**src/rtl/sa_ctrl.sv**
```systemverilog
// rtl/sa_ctrl.sv - weight-stationary systolic array sequencer
// Loads a weight tile, streams skewed activations, and times per-column result strobes.
module sa_ctrl #(
  parameter int N          = 4,
  parameter int DATA_WIDTH = 32,
  parameter int VEC_W      = 8,
  parameter int SETTLE     = 2 * N,
  parameter int RES_LAT    = N + 1,
  localparam int AW        = $clog2(N)
) (
  input  logic                    SA_clk,
  input  logic                    SA_rst,
  input  logic                    start,
  input  logic [VEC_W-1:0]        cfg_num_vec,
  input  logic                    cfg_skip_wload,
  output logic                    busy,
  output logic                    done,
  output logic                    w_rd_en,
  output logic [AW-1:0]           w_rd_addr,
  input  logic [N*DATA_WIDTH-1:0] w_rd_data,
  output logic                    arr_en_up,
  output logic [N*DATA_WIDTH-1:0] arr_data_up,
  output logic                    a_rd_en,
  output logic [VEC_W-1:0]        a_rd_addr,
  input  logic [N*DATA_WIDTH-1:0] a_rd_data,
  output logic [N-1:0]            arr_en_left,
  output logic [N*DATA_WIDTH-1:0] arr_data_left,
  output logic [N-1:0]            res_valid
);

  function automatic int max2(input int a, input int b);
    return (a > b) ? a : b;
  endfunction

  localparam int CMAX = max2(max2(N, SETTLE), max2(RES_LAT + N, 1 << VEC_W));
  localparam int CW   = $clog2(CMAX + 1);
  // One shift register serves both the row skew enables and the column result strobes.
  localparam int L    = RES_LAT + N - 1;

  typedef enum logic [2:0] {
    S_IDLE, S_WLOAD, S_WSETTLE, S_COMPUTE, S_DRAIN, S_DONE
  } state_t;

  state_t           state, state_nx;
  logic [CW-1:0]    cnt, cnt_nx;
  logic [VEC_W-1:0] m_q;
  logic             skip_q;
  logic [L-1:0]     en_sh;

  always_ff @(posedge SA_clk) begin
    if (SA_rst) begin
      state  <= S_IDLE;
      cnt    <= '0;
      m_q    <= '0;
      skip_q <= 1'b0;
    end else begin
      state <= state_nx;
      cnt   <= cnt_nx;
      if (state == S_IDLE && start) begin
        m_q    <= cfg_num_vec;
        skip_q <= cfg_skip_wload;
      end
    end
  end

  always_comb begin
    state_nx  = state;
    cnt_nx    = cnt + CW'(1);
    busy      = 1'b0;
    done      = 1'b0;
    w_rd_en   = 1'b0;
    w_rd_addr = '0;
    a_rd_en   = 1'b0;
    a_rd_addr = '0;
    case (state)
      S_IDLE: begin
        cnt_nx = '0;
        if (start) begin
          if (!cfg_skip_wload)        state_nx = S_WLOAD;
          else if (cfg_num_vec != '0) state_nx = S_COMPUTE;
          else                        state_nx = S_DONE;
        end
      end
      S_WLOAD: begin
        busy      = 1'b1;
        w_rd_en   = 1'b1;
        w_rd_addr = AW'(N - 1) - cnt[AW-1:0];
        if (cnt == CW'(N - 1)) begin
          cnt_nx   = '0;
          state_nx = S_WSETTLE;
        end
      end
      S_WSETTLE: begin
        busy = 1'b1;
        if (cnt == CW'(SETTLE - 1)) begin
          cnt_nx   = '0;
          state_nx = (m_q != '0) ? S_COMPUTE : S_DONE;
        end
      end
      S_COMPUTE: begin
        busy      = 1'b1;
        a_rd_en   = 1'b1;
        a_rd_addr = cnt[VEC_W-1:0];
        if (cnt == CW'(m_q) - CW'(1)) begin
          cnt_nx   = '0;
          state_nx = S_DRAIN;
        end
      end
      S_DRAIN: begin
        busy = 1'b1;
        if (cnt == CW'(L - 1)) begin
          cnt_nx   = '0;
          state_nx = S_DONE;
        end
      end
      S_DONE: begin
        done     = 1'b1;
        cnt_nx   = '0;
        state_nx = S_IDLE;
      end
      default: begin
        cnt_nx   = '0;
        state_nx = S_IDLE;
      end
    endcase
  end

  always_ff @(posedge SA_clk) begin
    if (SA_rst) begin
      en_sh     <= '0;
      arr_en_up <= 1'b0;
    end else begin
      en_sh     <= {en_sh[L-2:0], a_rd_en};
      arr_en_up <= w_rd_en;
    end
  end

  assign arr_en_left = en_sh[N-1:0];
  assign res_valid   = en_sh[RES_LAT+N-2:RES_LAT-1];
  // Data is gated by its enable so nothing but zeros leaves the block outside a valid slot.
  assign arr_data_up = arr_en_up ? w_rd_data : '0;

  for (genvar r = 0; r < N; r++) begin : g_row
    if (r == 0) begin : g_direct
      assign arr_data_left[DATA_WIDTH-1:0] = arr_en_left[0] ? a_rd_data[DATA_WIDTH-1:0] : '0;
    end else begin : g_skew
      logic [DATA_WIDTH-1:0] pipe [r];
      always_ff @(posedge SA_clk) begin
        if (SA_rst) begin
          for (int i = 0; i < r; i++) pipe[i] <= '0;
        end else begin
          pipe[0] <= a_rd_data[r*DATA_WIDTH +: DATA_WIDTH];
          for (int i = 1; i < r; i++) pipe[i] <= pipe[i-1];
        end
      end
      assign arr_data_left[r*DATA_WIDTH +: DATA_WIDTH] = arr_en_left[r] ? pipe[r-1] : '0;
    end
  end

endmodule

```
**config.mk**
```make
export PLATFORM = sky130hd
export DESIGN_NAME = sa_ctrl
export DESIGN_NICKNAME = d
export VERILOG_FILES = /design/src/rtl/sa_ctrl.sv
export SDC_FILE = /design/constraint.sdc
export NUM_CORES = 1
export LEC_CHECK = 0
export ABC_AREA = 1
export BUFFER_PORTS_ARGS = -buffer_cell sky130_fd_sc_hd__buf_2
export CAP_MARGIN = 20
export CORE_AREA = 2 2 213 215
export DETAILED_ROUTE_END_ITERATION = 12
export DIE_AREA = 0 0 215 217
export GPL_ROUTABILITY_DRIVEN = 0
export GPL_TIMING_DRIVEN = 0
export PLACE_DENSITY_LB_ADDON = 0.05
export SYNTH_ARGS = -nofsm -noshare
export SYNTH_HDL_FRONTEND = slang
export SYNTH_SLANG_ARGS = --single-unit
```
**constraint.sdc**
```tcl
create_clock -name SA_clk -period 4.08 [get_ports SA_clk]
set_input_delay 0.816 -clock SA_clk [delete_from_list [all_inputs] [get_ports SA_clk]]
set_output_delay 0.816 -clock SA_clk [all_outputs]
set_load 0.005 [all_outputs]
```
==> results of run 1 <==
[synthesized netlist by cell type]
cell type and instances:
nor2_2 15, nand2_4 3, nor3_2 1, nand2_1 298, xor2_1 8, o21ai_0 10, a21oi_2 1, nand3_4 1
and2b_2 1, buf_2 1, dfxtp_1 221, o21ai_1 1, nand3_2 2, nand4_1 2, nand3_1 15, buf_6 1
a21oi_1 10, a311oi_1 1, inv_1 476, nor2_1 232, clkbuf_1 53, nor3_1 4, xnor2_1 3, ha_1 2
nand2_2 3, nor2_4 3, o21ai_2 1, inv_2 9
[logic make-up (layout without fill, tap and decap cells)]
family | after synthesis | in the layout
compound gates | 24 | 24
xor+xnor | 11 | 11
fa+ha+maj | 2 | 2
buf+inv | 540 | 1134
flops | 221 | 221
other cells | 0 | 6
simple gates | 580 | 580
[area by class of cell]
| cell class | instances | area share, % |
|---|---|---|
| flip-flops and latches | 221 | 32.88 |
| plain buffers | 55 | 1.599 |
| repair buffers | 545 | 20.27 |
| diodes | 6 | 0.1116 |
| well taps | 600 | 5.579 |
| inverters | 485 | 13.53 |
| clock buffers | 40 | 5.755 |
| multi-input cells | 617 | 19.22 |
| clock inverters | 9 | 1.060 |
[layer usage]
metal / vias to the layer above / wire length (µm)
met3: 65 / 3450
li1: 4845 / -
met2: 396 / 20000
met1: 4311 / 19820
met4: 14 / 994
met5: - / 89
[sequential cells by signal, summed over array words and instances, names as in the netlist]
| register | count |
|---|---|
| m_q | 8 |
| state | 3 |
| g_row.g_skew.pipe | 192 |
| cnt | 9 |
| en_sh | 8 |
| arr_en_up | 1 |
[report_power, final]
part           internal [µW]  switching (µW)
registers               2290            70.8
logic                    510             874
clock network           1510             964
total                   4300            1910
[worst max-delay path: stages, from the launching register on]
cell and delay [ps]:
dfxtp_1 430, clkbuf_1 580, clkbuf_1 540, nand2_1 290
inv_1 100, buf_2 120
[placed cells by master, fill, tap and decap left out]
cell type  count
a311oi_1       1
nand3_2        2
dfxtp_1      221
o21ai_2        1
diode_2        6
nand3_4        1
buf_6          1
nor3_1         4
bufinv_16      3
xor2_1         8
inv_1        476
xnor2_1        3
clkbuf_16     27
o21ai_0       10
nor2_1       232
buf_2        546
inv_2          9
a21oi_1       10
nor2_4         3
inv_6          1
nand2_4        3
nand2_1      298
clkbuf_1      61
clkinv_4       1
clkinv_2       3
and2b_2        1
nand2_2        3
o21ai_1        1
nand4_1        2
clkbuf_8       5
nand3_1       15
inv_16         1
nor3_2         1
a21oi_2        1
ha_1           2
nor2_2        15
[through the flow]
| stage | setup WS (ps) | power, µW | hold WS, ps | utilization (%) |
|---|---|---|---|---|
| after floorplan | 2238 | 3150 | 388.3 | - |
| after global placement | 1212 | 3803 | 388.4 | 28.02 |
| after detailed placement | 1178 | 3806 | 391.6 | 28.02 |
| after CTS | 559.5 | 6320 | 399.0 | 30.07 |
| after global routing | 461.6 | 6577 | 407.2 | 30.09 |
| final | 632.5 | 6213 | 397.5 | 30.11 |
[worst max-delay path by stage]
stage                         start  cells after the start  slack [ps]               end
6_report       arr_en_up$_SDFF_PP0_                      5         630   arr_data_up[42]
2_1_floorplan  arr_en_up$_SDFF_PP0_                      4        2240  arr_data_up[107]
3_3_place_gp   arr_en_up$_SDFF_PP0_                      5        1210   arr_data_up[42]
3_5_place_dp   arr_en_up$_SDFF_PP0_                      5        1180   arr_data_up[77]
5_1_grt        arr_en_up$_SDFF_PP0_                      5         460   arr_data_up[77]
4_1_cts        arr_en_up$_SDFF_PP0_                      5         560   arr_data_up[77]
==> results.yml, run 1 <==
status:
  status: "finished, final reports clean"
setup_path:
  worstReg2RegStart: "m_q[0]$_SDFFE_PP0P_"
  r2r_setup_slack_ps: 2170
  path_class: "reg2out"
  crit_arrival_ps: 2630
  cp_max_fo: 10
  crit_path_start_kind: "flop"
  worst_r2r_endpoint: "cnt[7]$_SDFF_PP0_"
  cp.required_ps: 3260
  reg2reg_depth: 15
  crit_path_end_kind: "primary output"
die:
  io_pins: 547
  die_w_um: 215
  core_area_mm2: 0.04470
  fp.dieH_um: 217
  die-area_mm2: 0.04666
  fp-row-count: 78
  start_util_pct: 20.24
clock_network:
  cts_resized: 0
  clock_path_buffers: 3
  cts.sinks: 221
  cts-htree-levels: 1
  post_cts.repair.setup_buffers: 0
  clk_latency_ps: 550
  cts_tree: "yes"
  cts_made_buffers: 27
  cts.reportedPaths.clkPinSlew_ps: 60
  root_buffer: "clkbuf_16"
  cts_hold_buf: 0
global_routing:
  first_global_vias: 9096
  grt_use_met2_pct: 29.63
  grt_util_met1_pct: 24.30
  grt_pass1_wl_mm: 61.20
  overflow: 0
  grt_use_met3_pct: 4.067
  track_usage_pct: 18.15
  antenna_found_initial: 24
  top_usage_layer: "met2"
  grt_max_degree: 15
logic_synthesis:
  synth_top_cell_area_share_pct: 48.91
  yosys.area_share.simple_pct: 25.80
  netlist_area_mm2: 0.009046
  synth_compound_area_share_pct: 1.452
  synth_top_family_by_area: "simple AND/OR/NAND/NOR gates"
  yosysSeqAreaShare_pct: 48.91
  ys_ff_latch: 221
  avgSynthCellArea_um2: 6.565
  synthCells: 1378
  ys_types: 28
  synth_xor_area_share_pct: 1.065
  synth_top_area_cell: "dfxtp_1"
  synth_area_leaders: "dfxtp_1 (49%), inv_1 (20%), nand2_1 (12%)"
  synth_fp_nets: 1648
  synthAdderAreaFrac_pct: 0.2766
  synth.area.mux_share_pct: 0
  yosysWarnings: 0
detailed_routing:
  num_vias: 9631
  via_per_inst: 3.736
  antenna_left: 0
  drt-total-wl_mm: 44.35
  drtIter0Drc: 418
  first_pass_iters: 6
  drc: 0
  wl_per_cell_um: 17.20
timing:
  fin_tns_setup_ps: 0
  max-slew-margin-rel_pct: 44.40
  finalHoldViolations: 0
  period_share_pct: 84.50
  rsz0062_at_grt: "false"
  setup_viol: 0
  tightest_slew_ps: 833.9
  slew_violations: 0
  fin_crit_ps: 3448
  skew_ps: 10.05
  timing.fmax_mhz: 290.1
power_and_ir_drop:
  worst_ir_drop_vdd_mv: 0.2476
  p_leak_uw: 0.009196
  power.density_mw_per_mm2: 461.7
placement:
  hpwl_mm: 38.23
  portBuffers: 545
  place_area_mm2: 0.01252
  dp.cells: 2523
final_layout:
  stdcell_count: 2578
  synthToLayoutAreaGrowth_pct: 48.76
  fin_area_mm2: 0.01346
  regArea_mm2: 0.004424
  drive_above_1_share_pct: 31.85
  fillers: 5136
  fin_nets: 2222
  multi_input_area_mm2: 0.002586
worst_hold_path:
  hp-start: "g_row[3].g_skew.pipe[0][48]$_SDFF_PP0_"
  hold_end: "g_row[3].g_skew.pipe[0][80]$_SDFF_PP0_"
  min_path_cells: 2
  hp-class: "reg2reg"
job:
  maxCapViolCount: 0
(Power assumes the default switching activity.)
==> run 2: changes to the inputs <==
- CORE_AREA: 2 2 213 215 -> 2 2 214 216
- DIE_AREA: 0 0 215 217 -> 0 0 216 218
- clock period: 4.08 -> 3.4 ns (I/O delays scaled with it)
==> results.yml, run 2 (synthesis results as in run 1) <==
status:
  status: "finished, final reports clean"
global_routing:
  antenna_found_initial: 33
  first_global_vias: 9014
  grt_max_degree: 14
  track_usage_pct: 18.34
  overflow: 0
  grt_util_met1_pct: 21.70
  top_usage_layer: "met2"
  grt_use_met2_pct: 29.85
  grt_pass1_wl_mm: 62.07
  grt_use_met3_pct: 8.828
setup_path:
  path_class: "reg2out"
  path_cells: "clkbuf_1, clkbuf_1, nand2_1, inv_1, buf_2"
  cp_slowest_cell: "clkbuf_1"
  reg2reg_depth: 15
  crit_arrival_ps: 2550
  worst_r2r_endpoint: "cnt[6]$_SDFF_PP0_"
  critPathMaxStageDelay_ps: 540
  worstReg2RegStart: "m_q[0]$_SDFFE_PP0P_"
  crit_top_cell: "clkbuf_1"
  r2r_setup_slack_ps: 1480
  cp_max_fo: 10
  crit_path_end_kind: "primary output"
  cp.required_ps: 2720
  crit_path_start_kind: "flop"
power_and_ir_drop:
  worst_ir_drop_vdd_mv: 0.3567
  power.share.combinational_pct: 22.0
  p_leak_uw: 0.009203
  seqPwrFrac_pct: 37.8
  switchingPower_uw: 2273
  power.density_mw_per_mm2: 556.3
  p_int_uw: 5217
  sw_frac_of_total_pct: 30.35
  pwr-share-clk_pct: 40.2
die:
  die-area_mm2: 0.04709
  fp.dieH_um: 218
  start_util_pct: 20.15
  io_pins: 547
  core_area_mm2: 0.04489
  die_w_um: 216
  fp-row-count: 78
placement:
  hpwl_mm: 38.56
  dp_slack_ps: 686.0
  portBuffers: 545
  dp.cells: 2523
timing:
  setup_viol: 0
  slew_violations: 0
  fin_crit_ps: 3227
  skew_ps: 5.958
  max-slew-margin-rel_pct: 38.68
  timing.fmax_mhz: 309.9
  finalHoldViolations: 0
  setup_ws_ps: 173.2
  period_share_pct: 94.90
  rsz0062_at_grt: "false"
  tightest_slew_ps: 919.8
  fin_tns_setup_ps: 0
clock_network:
  cts.reportedPaths.clkPinSlew_ps: 60
  cts_made_buffers: 27
  clk_latency_ps: 550
  cts-htree-levels: 1
  cts_hold_buf: 0
  cts_tree: "yes"
  cts.sinks: 221
  root_buffer: "clkbuf_16"
  clock_path_buffers: 3
final_layout:
  stdcell_count: 2576
  fin_nets: 2222
  final_cell_mix: "buf_2 (546), inv_1 (476), nand2_1 (298), nor2_1 (232), dfxtp_1 (221)"
  synthToLayoutAreaGrowth_pct: 48.85
  top_register: "g_row.g_skew.pipe"
  layout_commonest_cell: "buf_2"
  drive_above_1_share_pct: 32.03
  reg.largest.list: "g_row.g_skew.pipe: 192 flops, cnt: 9 flops"
  fillers: 5167
  largest_reg_flops: 192
job:
  maxCapViolCount: 0
detailed_routing:
  drt-total-wl_mm: 45.20
  drc: 0
  num_vias: 9586
  antenna_left: 0
  drtIter0Drc: 438
  first_pass_iters: 5
  wl_per_cell_um: 17.55
  via_per_inst: 3.721
worst_hold_path:
  hp-start: "a_rd_data[74]"
  hold_end: "g_row[2].g_skew.pipe[0][10]$_SDFF_PP0_"
  min_path_cells: 3
  hp-class: "in2reg"
run 2: repair_timing:
| item | CTS | global route |
|---|---|---|
| setup buffers | 0 | 0 |
| hold endpoints to repair | 0 | 0 |
| resized for setup | 0 | 2 |
| endpoints found under the setup margin | 0 | 1 |
run 2: stage by stage:
step	instance area (µm²)	utilization (%)	total power, µW	hold slack [ps]
after floorplan	9046	-	3780	388.3
after global placement	12520	27.90	4551	389.1
after detailed placement	12520	27.90	4553	392.1
after CTS	13450	29.96	7626	301.2
after global routing	13460	29.98	7941	312.2
final	13470	29.99	7490	334.3
run 2: worst max path at each step:
| stage | start | to |
|---|---|---|
| after global placement | arr_en_up$_SDFF_PP0_ | arr_data_up[97] |
| after global routing | arr_en_up$_SDFF_PP0_ | arr_data_up[49] |
| after CTS | arr_en_up$_SDFF_PP0_ | arr_data_up[97] |
| after detailed placement | arr_en_up$_SDFF_PP0_ | arr_data_up[97] |
| after floorplan | arr_en_up$_SDFF_PP0_ | arr_data_up[107] |
| final | arr_en_up$_SDFF_PP0_ | arr_data_up[40] |
run 2: per-layer routing:
layer  part of all wire (%)  up-vias
met5                   0.39        -
met4                    2.0       30
met3                     12       81
met2                     46      414
met1                     40     4213
li1                       -     4848
run 2: cell type report:
class | instances | area, µm² | share of cell area (%)
antenna | 6 | 15.01 | 0.1115
buffer | 55 | 216.5 | 1.608
clock buffer | 36 | 759.5 | 5.640
clock inverter | 11 | 165.2 | 1.227
inverter | 485 | 1821 | 13.52
multi-input combinational | 617 | 2586 | 19.21
sequential | 221 | 4424 | 32.86
tap | 600 | 750.7 | 5.575
timing repair buffer | 545 | 2728 | 20.26
run 2: power by group through the flow:
stage / clock (µW) / sequential [µW] / combinational (µW)
floorplan: 0 / 2870 / 915
global placement: 0 / 2890 / 1660
detailed placement: 0 / 2890 / 1670
CTS: 3120 / 2830 / 1670
global route: 3230 / 2850 / 1870
finish: 3010 / 2830 / 1650
run 2: critical path: cells and delay by family (launching register included):
kind / cells / cell delay (ps)
DFF: 1 / 440
buffers and inverters: 4 / 1430
and+or+nand+nor: 1 / 120
==> run 3: changes to the inputs <==
- ABC_CLOCK_PERIOD_IN_PS: unset -> 3400
- MAX_ROUTING_LAYER: unset -> met4
==> results.yml, run 3 (synthesis results as in run 1) <==
final_layout:
  synthToLayoutAreaGrowth_pct: 49.30
  multi_input_area_mm2: 0.002586
  largest_reg_flops: 192
  fin_nets: 2222
  top_register: "g_row.g_skew.pipe"
  regArea_mm2: 0.004424
  layout_commonest_cell: "buf_2"
  drive_above_1_share_pct: 32.03
  fin_area_mm2: 0.01351
  fillers: 5160
  fin_util_pct: 30.08
  reg.largest.list: "g_row.g_skew.pipe: 192 flops, cnt: 9 flops"
  final_cell_mix: "buf_2 (546), inv_1 (476), nand2_1 (298), nor2_1 (232), dfxtp_1 (221)"
setup_path:
  cp_max_fo: 10
  worst_r2r_endpoint: "cnt[6]$_SDFF_PP0_"
  path_class: "reg2out"
  crit_path_start_kind: "flop"
  crit_path_end_kind: "primary output"
  worstReg2RegStart: "m_q[0]$_SDFFE_PP0P_"
  cp.required_ps: 2720
  r2r_setup_slack_ps: 1480
  path_cells: "clkbuf_2, clkbuf_1, nand2_1, inv_1, buf_2"
  cp_slowest_cell: "clkbuf_1"
  crit_arrival_ps: 2380
  crit_end: "arr_data_up[40]"
  critPathMaxStageDelay_ps: 520
  crit_path_start: "arr_en_up$_SDFF_PP0_"
  reg2reg_depth: 15
timing:
  rsz0062_at_grt: "false"
  slew_violations: 0
  fin_crit_ps: 3062
  tightest_slew_ps: 900.5
  fin_tns_setup_ps: 0
  setup_viol: 0
  finalHoldViolations: 0
  hold_slack_ps: 334.8
  period_share_pct: 90.06
  max-slew-margin-rel_pct: 39.97
  timing.fmax_mhz: 326.6
  skew_ps: 5.416
clock_network:
  cts_hold_buf: 0
  cts_made_buffers: 27
  cts.reportedPaths.clkPinSlew_ps: 60
  cts-htree-levels: 1
  clk_latency_ps: 540
  post_cts.repair.setup_buffers: 0
  cts_tree: "yes"
  cts.sinks: 221
  cts_resized: 0
  clock_path_buffers: 3
  root_buffer: "clkbuf_16"
global_routing:
  track_usage_pct: 18.89
  grt_pass1_wl_mm: 62.02
  first_global_vias: 8999
  overflow: 0
  antenna_found_initial: 34
  grt_max_degree: 14
detailed_routing:
  first_pass_iters: 7
  wl_per_cell_um: 17.41
  drt-total-wl_mm: 45.11
  antenna_left: 0
  drtIter0Drc: 465
  num_vias: 9544
  drc: 0
  via_per_inst: 3.682
power_and_ir_drop:
  p_leak_uw: 0.009203
  power.density_mw_per_mm2: 554.8
  finalPower_uw: 7493
  worst_ir_drop_vdd_mv: 0.3558
die:
  core_area_mm2: 0.04489
  die-area_mm2: 0.04709
  fp.dieH_um: 218
  fp-row-count: 78
  start_util_pct: 20.15
  die_w_um: 216
  io_pins: 547
placement:
  hpwl_mm: 38.56
  place_area_mm2: 0.01252
  portBuffers: 545
worst_hold_path:
  hp-class: "in2reg"
status:
  status: "finished, final reports clean"
job:
  maxCapViolCount: 0
## run 3: cell types whose count changed in the layout (fill, tap and decap cells not counted)
cell     before  now
diode_2       6   22
## run 3: final cells by class
type | count | share of cell area (%)
Tap cell | 600 | 5.559
Clock inverter | 11 | 1.223
Clock buffer | 36 | 5.623
Buffer | 55 | 1.603
Inverter | 485 | 13.48
Multi-Input combinational cell | 617 | 19.15
Antenna cell | 22 | 0.4076
Timing Repair Buffer | 545 | 20.20
Sequential cell | 221 | 32.76
## run 3: how the worst min path moves through the flow
stage / start / to / slack, ps / cells past startpoint
after floorplan: g_row[2].g_skew.pipe[0][0]$_SDFF_PP0_ / g_row[2].g_skew.pipe[0][32]$_SDFF_PP0_ / 390 / 2
after global placement: g_row[2].g_skew.pipe[0][26]$_SDFF_PP0_ / g_row[2].g_skew.pipe[0][58]$_SDFF_PP0_ / 390 / 2
after detailed placement: g_row[3].g_skew.pipe[0][51]$_SDFF_PP0_ / g_row[3].g_skew.pipe[0][83]$_SDFF_PP0_ / 390 / 2
after CTS: a_rd_data[121] / g_row[3].g_skew.pipe[0][25]$_SDFF_PP0_ / 300 / 3
after global routing: a_rd_data[124] / g_row[3].g_skew.pipe[0][28]$_SDFF_PP0_ / 310 / 3
final: a_rd_data[63] / g_row[1].g_skew.pipe[0][31]$_SDFF_PP0_ / 330 / 3
## run 3: metal layers
metal,global-route usage (%),vias to the layer above,routed length (µm)
li1,-,4880,-
met1,21.82,4198,17900
met2,29.66,410,20420
met3,8.787,56,5849
met4,4.680,0,941
met5,-,-,0
## run 3: metrics by stage
| stage | setup WS, ps | instances |
|---|---|---|
| 2_1_floorplan | 1694 | 1378 |
| 3_3_place_gp | 716.6 | 2523 |
| 3_5_place_dp | 686.0 | 2523 |
| 4_1_cts | 81.62 | 2570 |
| 5_1_grt | 167.9 | 2589 |
| 6_report | 337.9 | 2592 |
## run 3: worst max-delay path: cells and delay by family (launching register included)
kind / cells / cell delay, ps
buffers and inverters: 4 / 1260
AND/OR/NAND/NOR: 1 / 120
flip-flops: 1 / 450
## run 3: power by group
part           leakage, µW  switching (µW)  internal, µW  total [µW]
combinational      0.00693            1040           611        1650
clock             0.000455            1150          1860        3020
sequential         0.00182            85.0          2740        2830
total              0.00920            2280          5220        7490
